## config.mk

```make
export PLATFORM = sky130hd
export DESIGN_NAME = uart_tx_scheduler
export DESIGN_NICKNAME = d
export VERILOG_FILES = /design/src/rtl/uart_tx_scheduler.sv
export SDC_FILE = /design/constraint.sdc
export NUM_CORES = 1
export LEC_CHECK = 0
export ABC_AREA = 1
export BUFFER_PORTS_ARGS = -buffer_cell sky130_fd_sc_hd__buf_4
export CAP_MARGIN = 10
export CORE_MARGIN = 2
export CORE_UTILIZATION = 50
export CTS_CLUSTER_SIZE = 25
export DETAILED_ROUTE_END_ITERATION = 6
export GPL_TIMING_DRIVEN = 0
export PLACE_DENSITY_LB_ADDON = 0.15
export SETUP_SLACK_MARGIN = 0.5
export SLEW_MARGIN = 25
export SYNTH_ARGS = -nofsm -noshare
export SYNTH_HDL_FRONTEND = slang
export SYNTH_SLANG_ARGS = --single-unit
```

## constraint.sdc

```tcl
create_clock -name clk -period 3.14 [get_ports clk]
set_clock_uncertainty 0.15 [all_clocks]
set_input_delay 0.157 -clock clk [delete_from_list [all_inputs] [get_ports clk]]
set_output_delay 0.157 -clock clk [all_outputs]
set_load 0.05 [all_outputs]
```

## src/rtl/uart_tx_scheduler.sv

```systemverilog
// Round-robin arbiter feeding an 8N1 UART transmitter.
// Shares one tx line between NUM_REQ byte producers.
//
// Ports:
//   clk        system clock
//   arst       asynchronous reset, active-high
//   tick       oversample strobe (OVERSAMPLE pulses per bit)
//   req_valid  per-requester byte available
//   req_data   packed bytes, requester i at [i*DATA_WIDTH +: DATA_WIDTH]
//   req_ready  one-hot acceptance pulse, only in IDLE
//   tx         serial line, idle high, driven from a flop
//   busy       frame in progress (state != IDLE)
//   grant_id   index of the last accepted requester

module uart_tx_scheduler #(
    parameter int NUM_REQ    = 4,
    parameter int DATA_WIDTH = 8,
    parameter int OVERSAMPLE = 16
) (
    input  logic                          clk,
    input  logic                          arst,
    input  logic                          tick,
    input  logic [NUM_REQ-1:0]            req_valid,
    input  logic [NUM_REQ*DATA_WIDTH-1:0] req_data,
    output logic [NUM_REQ-1:0]            req_ready,
    output logic                          tx,
    output logic                          busy,
    output logic [$clog2(NUM_REQ)-1:0]    grant_id
);

    localparam int IDW = $clog2(NUM_REQ);
    localparam int CW  = $clog2(OVERSAMPLE);
    localparam int BW  = $clog2(DATA_WIDTH + 1);

    typedef enum logic [1:0] {
        IDLE  = 2'd0,
        START = 2'd1,
        DATA  = 2'd2,
        STOP  = 2'd3
    } state_t;

    state_t                state_q, state_d;
    logic [IDW-1:0]        ptr_q, ptr_d;
    logic [IDW-1:0]        grant_q, grant_d;
    logic [IDW-1:0]        win;
    logic                  found;
    logic [DATA_WIDTH-1:0] win_data;
    logic [DATA_WIDTH-1:0] sh_q, sh_d;
    logic [CW-1:0]         cnt_q, cnt_d;
    logic [BW-1:0]         idx_q, idx_d;
    logic                  tx_q, tx_d;
    logic                  busy_q;
    logic                  accept;
    logic                  bit_end;

    // Search upward from the pointer with wrap-around.
    always_comb begin
        int j;
        j        = 0;
        win      = '0;
        found    = 1'b0;
        win_data = '0;
        for (int i = 0; i < NUM_REQ; i++) begin
            j = int'(ptr_q) + i;
            if (j >= NUM_REQ) begin
                j = j - NUM_REQ;
            end
            if (!found && req_valid[j]) begin
                found    = 1'b1;
                win      = IDW'(j);
                win_data = req_data[j*DATA_WIDTH +: DATA_WIDTH];
            end
        end
    end

    // Ready is combinational so a requester sees it in the accept cycle;
    // it is masked while reset is held so nothing is accepted then.
    assign accept    = (state_q == IDLE) && found && !arst;
    assign req_ready = accept ? (NUM_REQ'(1) << win) : '0;

    assign bit_end = tick && (cnt_q == CW'(OVERSAMPLE - 1));

    always_comb begin
        state_d = state_q;
        ptr_d   = ptr_q;
        grant_d = grant_q;
        sh_d    = sh_q;
        cnt_d   = cnt_q;
        idx_d   = idx_q;
        tx_d    = 1'b1;

        case (state_q)
            IDLE: begin
                // A tick in the accept cycle is dropped: counter restarts.
                if (accept) begin
                    state_d = START;
                    sh_d    = win_data;
                    grant_d = win;
                    cnt_d   = '0;
                    idx_d   = '0;
                    if (win == IDW'(NUM_REQ - 1)) begin
                        ptr_d = '0;
                    end else begin
                        ptr_d = win + 1'b1;
                    end
                end
            end
            START: begin
                if (tick) begin
                    cnt_d = bit_end ? '0 : cnt_q + 1'b1;
                end
                if (bit_end) begin
                    state_d = DATA;
                end
            end
            DATA: begin
                if (tick) begin
                    cnt_d = bit_end ? '0 : cnt_q + 1'b1;
                end
                if (bit_end) begin
                    sh_d  = sh_q >> 1;
                    idx_d = idx_q + 1'b1;
                    if (idx_q == BW'(DATA_WIDTH - 1)) begin
                        state_d = STOP;
                    end
                end
            end
            STOP: begin
                if (tick) begin
                    cnt_d = bit_end ? '0 : cnt_q + 1'b1;
                end
                if (bit_end) begin
                    state_d = IDLE;
                end
            end
            default: begin
                state_d = IDLE;
                cnt_d   = '0;
                idx_d   = '0;
            end
        endcase

        // tx is precomputed from the next state so the pin is a flop.
        case (state_d)
            START:   tx_d = 1'b0;
            DATA:    tx_d = sh_d[0];
            default: tx_d = 1'b1;
        endcase
    end

    always_ff @(posedge clk or posedge arst) begin
        if (arst) begin
            state_q <= IDLE;
            ptr_q   <= '0;
            grant_q <= '0;
            sh_q    <= '0;
            cnt_q   <= '0;
            idx_q   <= '0;
            tx_q    <= 1'b1;
            busy_q  <= 1'b0;
        end else begin
            state_q <= state_d;
            ptr_q   <= ptr_d;
            grant_q <= grant_d;
            sh_q    <= sh_d;
            cnt_q   <= cnt_d;
            idx_q   <= idx_d;
            tx_q    <= tx_d;
            busy_q  <= (state_d != IDLE);
        end
    end

    assign tx       = tx_q;
    assign busy     = busy_q;
    assign grant_id = grant_q;

endmodule
```

==> impl_metrics.toml <==
[worst_setup_path]
timing.critical_path.mode_cell = "inv_4"
worst_path_dominant_cell_family = "buffers and inverters"
timing.critical_path.required_ns = 2.83
ff2ff_path_depth = 21
critical_path_arrival_ns = 2.58
slowest_delay_ns = 0.42
cp-start-kind = "register"
crit_buf_inv = 8
critPathSlowestCell = "dfrtp_2"
worstPathMaxFanout = 4
crit_path_cell_chain = "inv_4 -> buf_6 -> buf_12 -> ha_4 -> inv_4 -> nand3_4 -> nand2_4 -> inv_2 -> nor2_4 -> nand2_2 -> o211ai_4 -> o21ai_4 -> inv_2 -> ha_4 -> inv_4 -> nor2_4 -> buf_8"
setup.reg_to_reg.worst_slack_ns = 0.57
worstReg2RegEnd = "tx"
worstReg2RegStart = "ptr_q[0]"
timing.critical_path.to_type = "output port"
setup.worst_path.class = "register to output port"

[global_routing]
wire_length_of_the_first_global_routing_pass_um = 11900
antenna_violations_before_repair = 0
grt_use_met2 = 0.464
first_global_vias = 2641
grt.busiest_layer = "met2"
met1_usage = 0.361
overflow = 0
globalRouteMet3Util = 0.0461
total_global_routing_track_utilization = 0.272
largest_net_degree_at_the_start_of_global_routing = 25

[sta]
relSlewSlack = 0.397
fin_crit_sh = 0.919
final-setup-viol-count = 0
timing.final.hold_violations = 0
timing_worst_slew_pin_value_ns = 0.903
max_clock_freq_ghz = 0.347
setup_tns_ns = 0
final.min_clock_period_ns = 2.88
rsz0062_at_grt = "yes"
drv_slew = 0

[power_and_ir_drop]
power.share.combinational = 0.822
total_power_uw = 4230
p_switching_uw = 2220
p_seq_frac = 0.133
power_density_nw_per_um2 = 1230
power.switching_fraction = 0.525
power_leakage_uw = 0.00176
ir_drop_mv = 0.956
share_clk_of_total_power = 0.045
internal_power_uw = 2010

[cts]
cts_tree = "done"
cts_root_buffer = "clkbuf_8"
cts_max_path_buffers = 2
numCtsBuffers = 3
clkLatencyLatePin_ns = 0.27
h-tree-depth = 1
clk_pin_slew_ns = 0.09
clock-sinks = 24

[finish]
fin_nets = 540
utilization = 0.726
count_of_antenna_diodes_in_the_layout = 0
final_non_filler_cell_area_um2 = 3450
final_cells = 556
synthToLayoutAreaGrowth_pct = 39.1
share_of_layout_cells_above_drive_strength_1 = 0.299

[synth]
yosysUniqueCellTypes = 30
synth-async-reset-ratio = 1.00
netlist_area_um2 = 2480
post_synth.cell_area_avg_um2 = 6.08
synthesis.instances = 408
postSynth.topFlopCell = "dfrtp_1"
synth_top_area_frac = 0.232
synth.top_cells.by_area = "dfrtp_1 23%, nand2_1 19%, o21ai_0 8.7%"
number_of_flops_mapped_to_enable_cells_by_yosys = 0
synth_nets = 458
most_frequent_cell_after_synthesis = "nand2_1"
synth_sequential_area_ratio = 0.243
synth_seq_cells = 24
ys_top_cells_by_count = "128 x nand2_1, 43 x o21ai_0, 36 x nand3_1"
number_of_warnings_issued_by_yosys = 0
synth_top_cell_by_area = "dfrtp_1"

[placed_design]
placed_cells = 521
dpl.hpwl_um = 5100
globalplace.congestion = 0.892
port_buffers = 46
placed_area_um2 = 2960

[job]
cap_viol_max_count = 0

[worst_hold_path]
endpoint_worst_hold = "sh_q[6]"
hold_path_class = "primary input to register"
hold-path-cell-count = 7
critical_hold_path_startpoint = "req_data[6]"

[route]
antenna_left = 0
routed_wirelength_um = 7670
viasPerCell = 5.40
drt_iter0_markers = 220
wire_per_inst_um = 13.8
detail_route.drc_violations = 0
drt-pass1-iter-count = 5
via_count = 3001

[floorplan]
initial_util = 0.522
dieArea_um2 = 5540
design.portCount = 47
die_width_um = 74.4
dieHeight_um = 74.4
design.core.area_um2 = 4750
num_rows = 25

[status]
run_status = "finished, final reports clean"
[state kept, by name, indices dropped and copies added, names as in the netlist]
register	cells
state_q	2
sh_q	8
idx_q	4
busy	1
cnt_q	4
ptr_q	2
tx	1
grant_id	2
[power groups by stage]
stage | Sequential [uW] | Combinational, uW | Clock, uW
finish | 563 | 3480 | 189
global route | 580 | 3790 | 200
CTS | 561 | 3130 | 188
detailed placement | 579 | 2490 | 0
global placement | 575 | 2440 | 0
floorplan | 643 | 1860 | 0
[layout by cell type (no fill, tap or decap), drive strengths merged]
cell type,synthesis,final
a21oi,12,12
a31oi,1,1
and2,6,6
buf,12,87
clkbuf,4,8
dfrtp,23,23
dfstp,1,1
dlygate4sd3,0,2
ha,11,11
inv,44,44
mux2i,4,4
nand2,136,136
nand3,37,37
nand4,3,3
nor2,33,33
o211ai,2,2
o21a,1,1
o21ai,61,61
o22ai,7,7
o311ai,1,1
or2,8,8
xor2,1,1
[logic make-up (layout without fill, tap and decap cells)]
family	Yosys count	after routing	share of synthesized area
flip-flops	24	24	0.243
buffers and inverters	60	141	0.109
AND/OR/NAND/NOR	223	223	0.390
XOR/XNOR	1	1	0.00353
adder cells (fa/ha/maj)	11	11	0.0555
AO/OA/AOI/OAI	85	85	0.184
multiplexers	4	4	0.0161
[tightest hold or removal path, stage by stage]
cell and delay [ns]:
buf_4 0.09, nand2_1 0.04, o21ai_0 0.11, o21ai_1 0.07, nand3_1 0.06, nand2_1 0.05, nand3_1 0.06
[layout make-up]
cell class / count / area [um2]
Multi-Input combinational cell: 324 / 1750
Fill cell: 405 / 1310
Timing Repair Buffer: 77 / 622
Sequential cell: 24 / 604
Inverter: 44 / 178
Buffer: 16 / 165
Tap cell: 67 / 83.8
Clock buffer: 4 / 45.0
[routing by layer]
metal,up-vias,part of all wire
met5,-,0
met4,0,0.026
met3,24,0.071
met2,134,0.49
met1,1358,0.42
li1,1485,-
[stage by stage]
stage	setup WS, ns	hold WS [ns]
after global routing	0.158	0.285
final	0.255	0.250
after CTS	0.313	0.250
after detailed placement	0.0255	0.256
after global placement	0.109	0.258
after floorplan	0.518	0.0208
[what timing repair did]
item	CTS	global route
pin swaps	8	11
hold buffers	2	0
buffers inserted	21	8
gates resized for setup	36	11
hold endpoints to repair	24	0
setup endpoints to repair	6	4
cloned	0	0
[worst max path at each step]
stage               cells after the start  slack, ns      from            to
floorplan                              15       0.52  ptr_q[1]  req_ready[3]
global placement                       14       0.11  ptr_q[1]  req_ready[3]
detailed placement                     14       0.03  ptr_q[1]  req_ready[3]
CTS                                    17       0.31  ptr_q[0]  req_ready[3]
global route                           18       0.16  ptr_q[0]  req_ready[3]
finish                                 17       0.26  ptr_q[0]  req_ready[3]
Power figures use the tool's default switching activity.
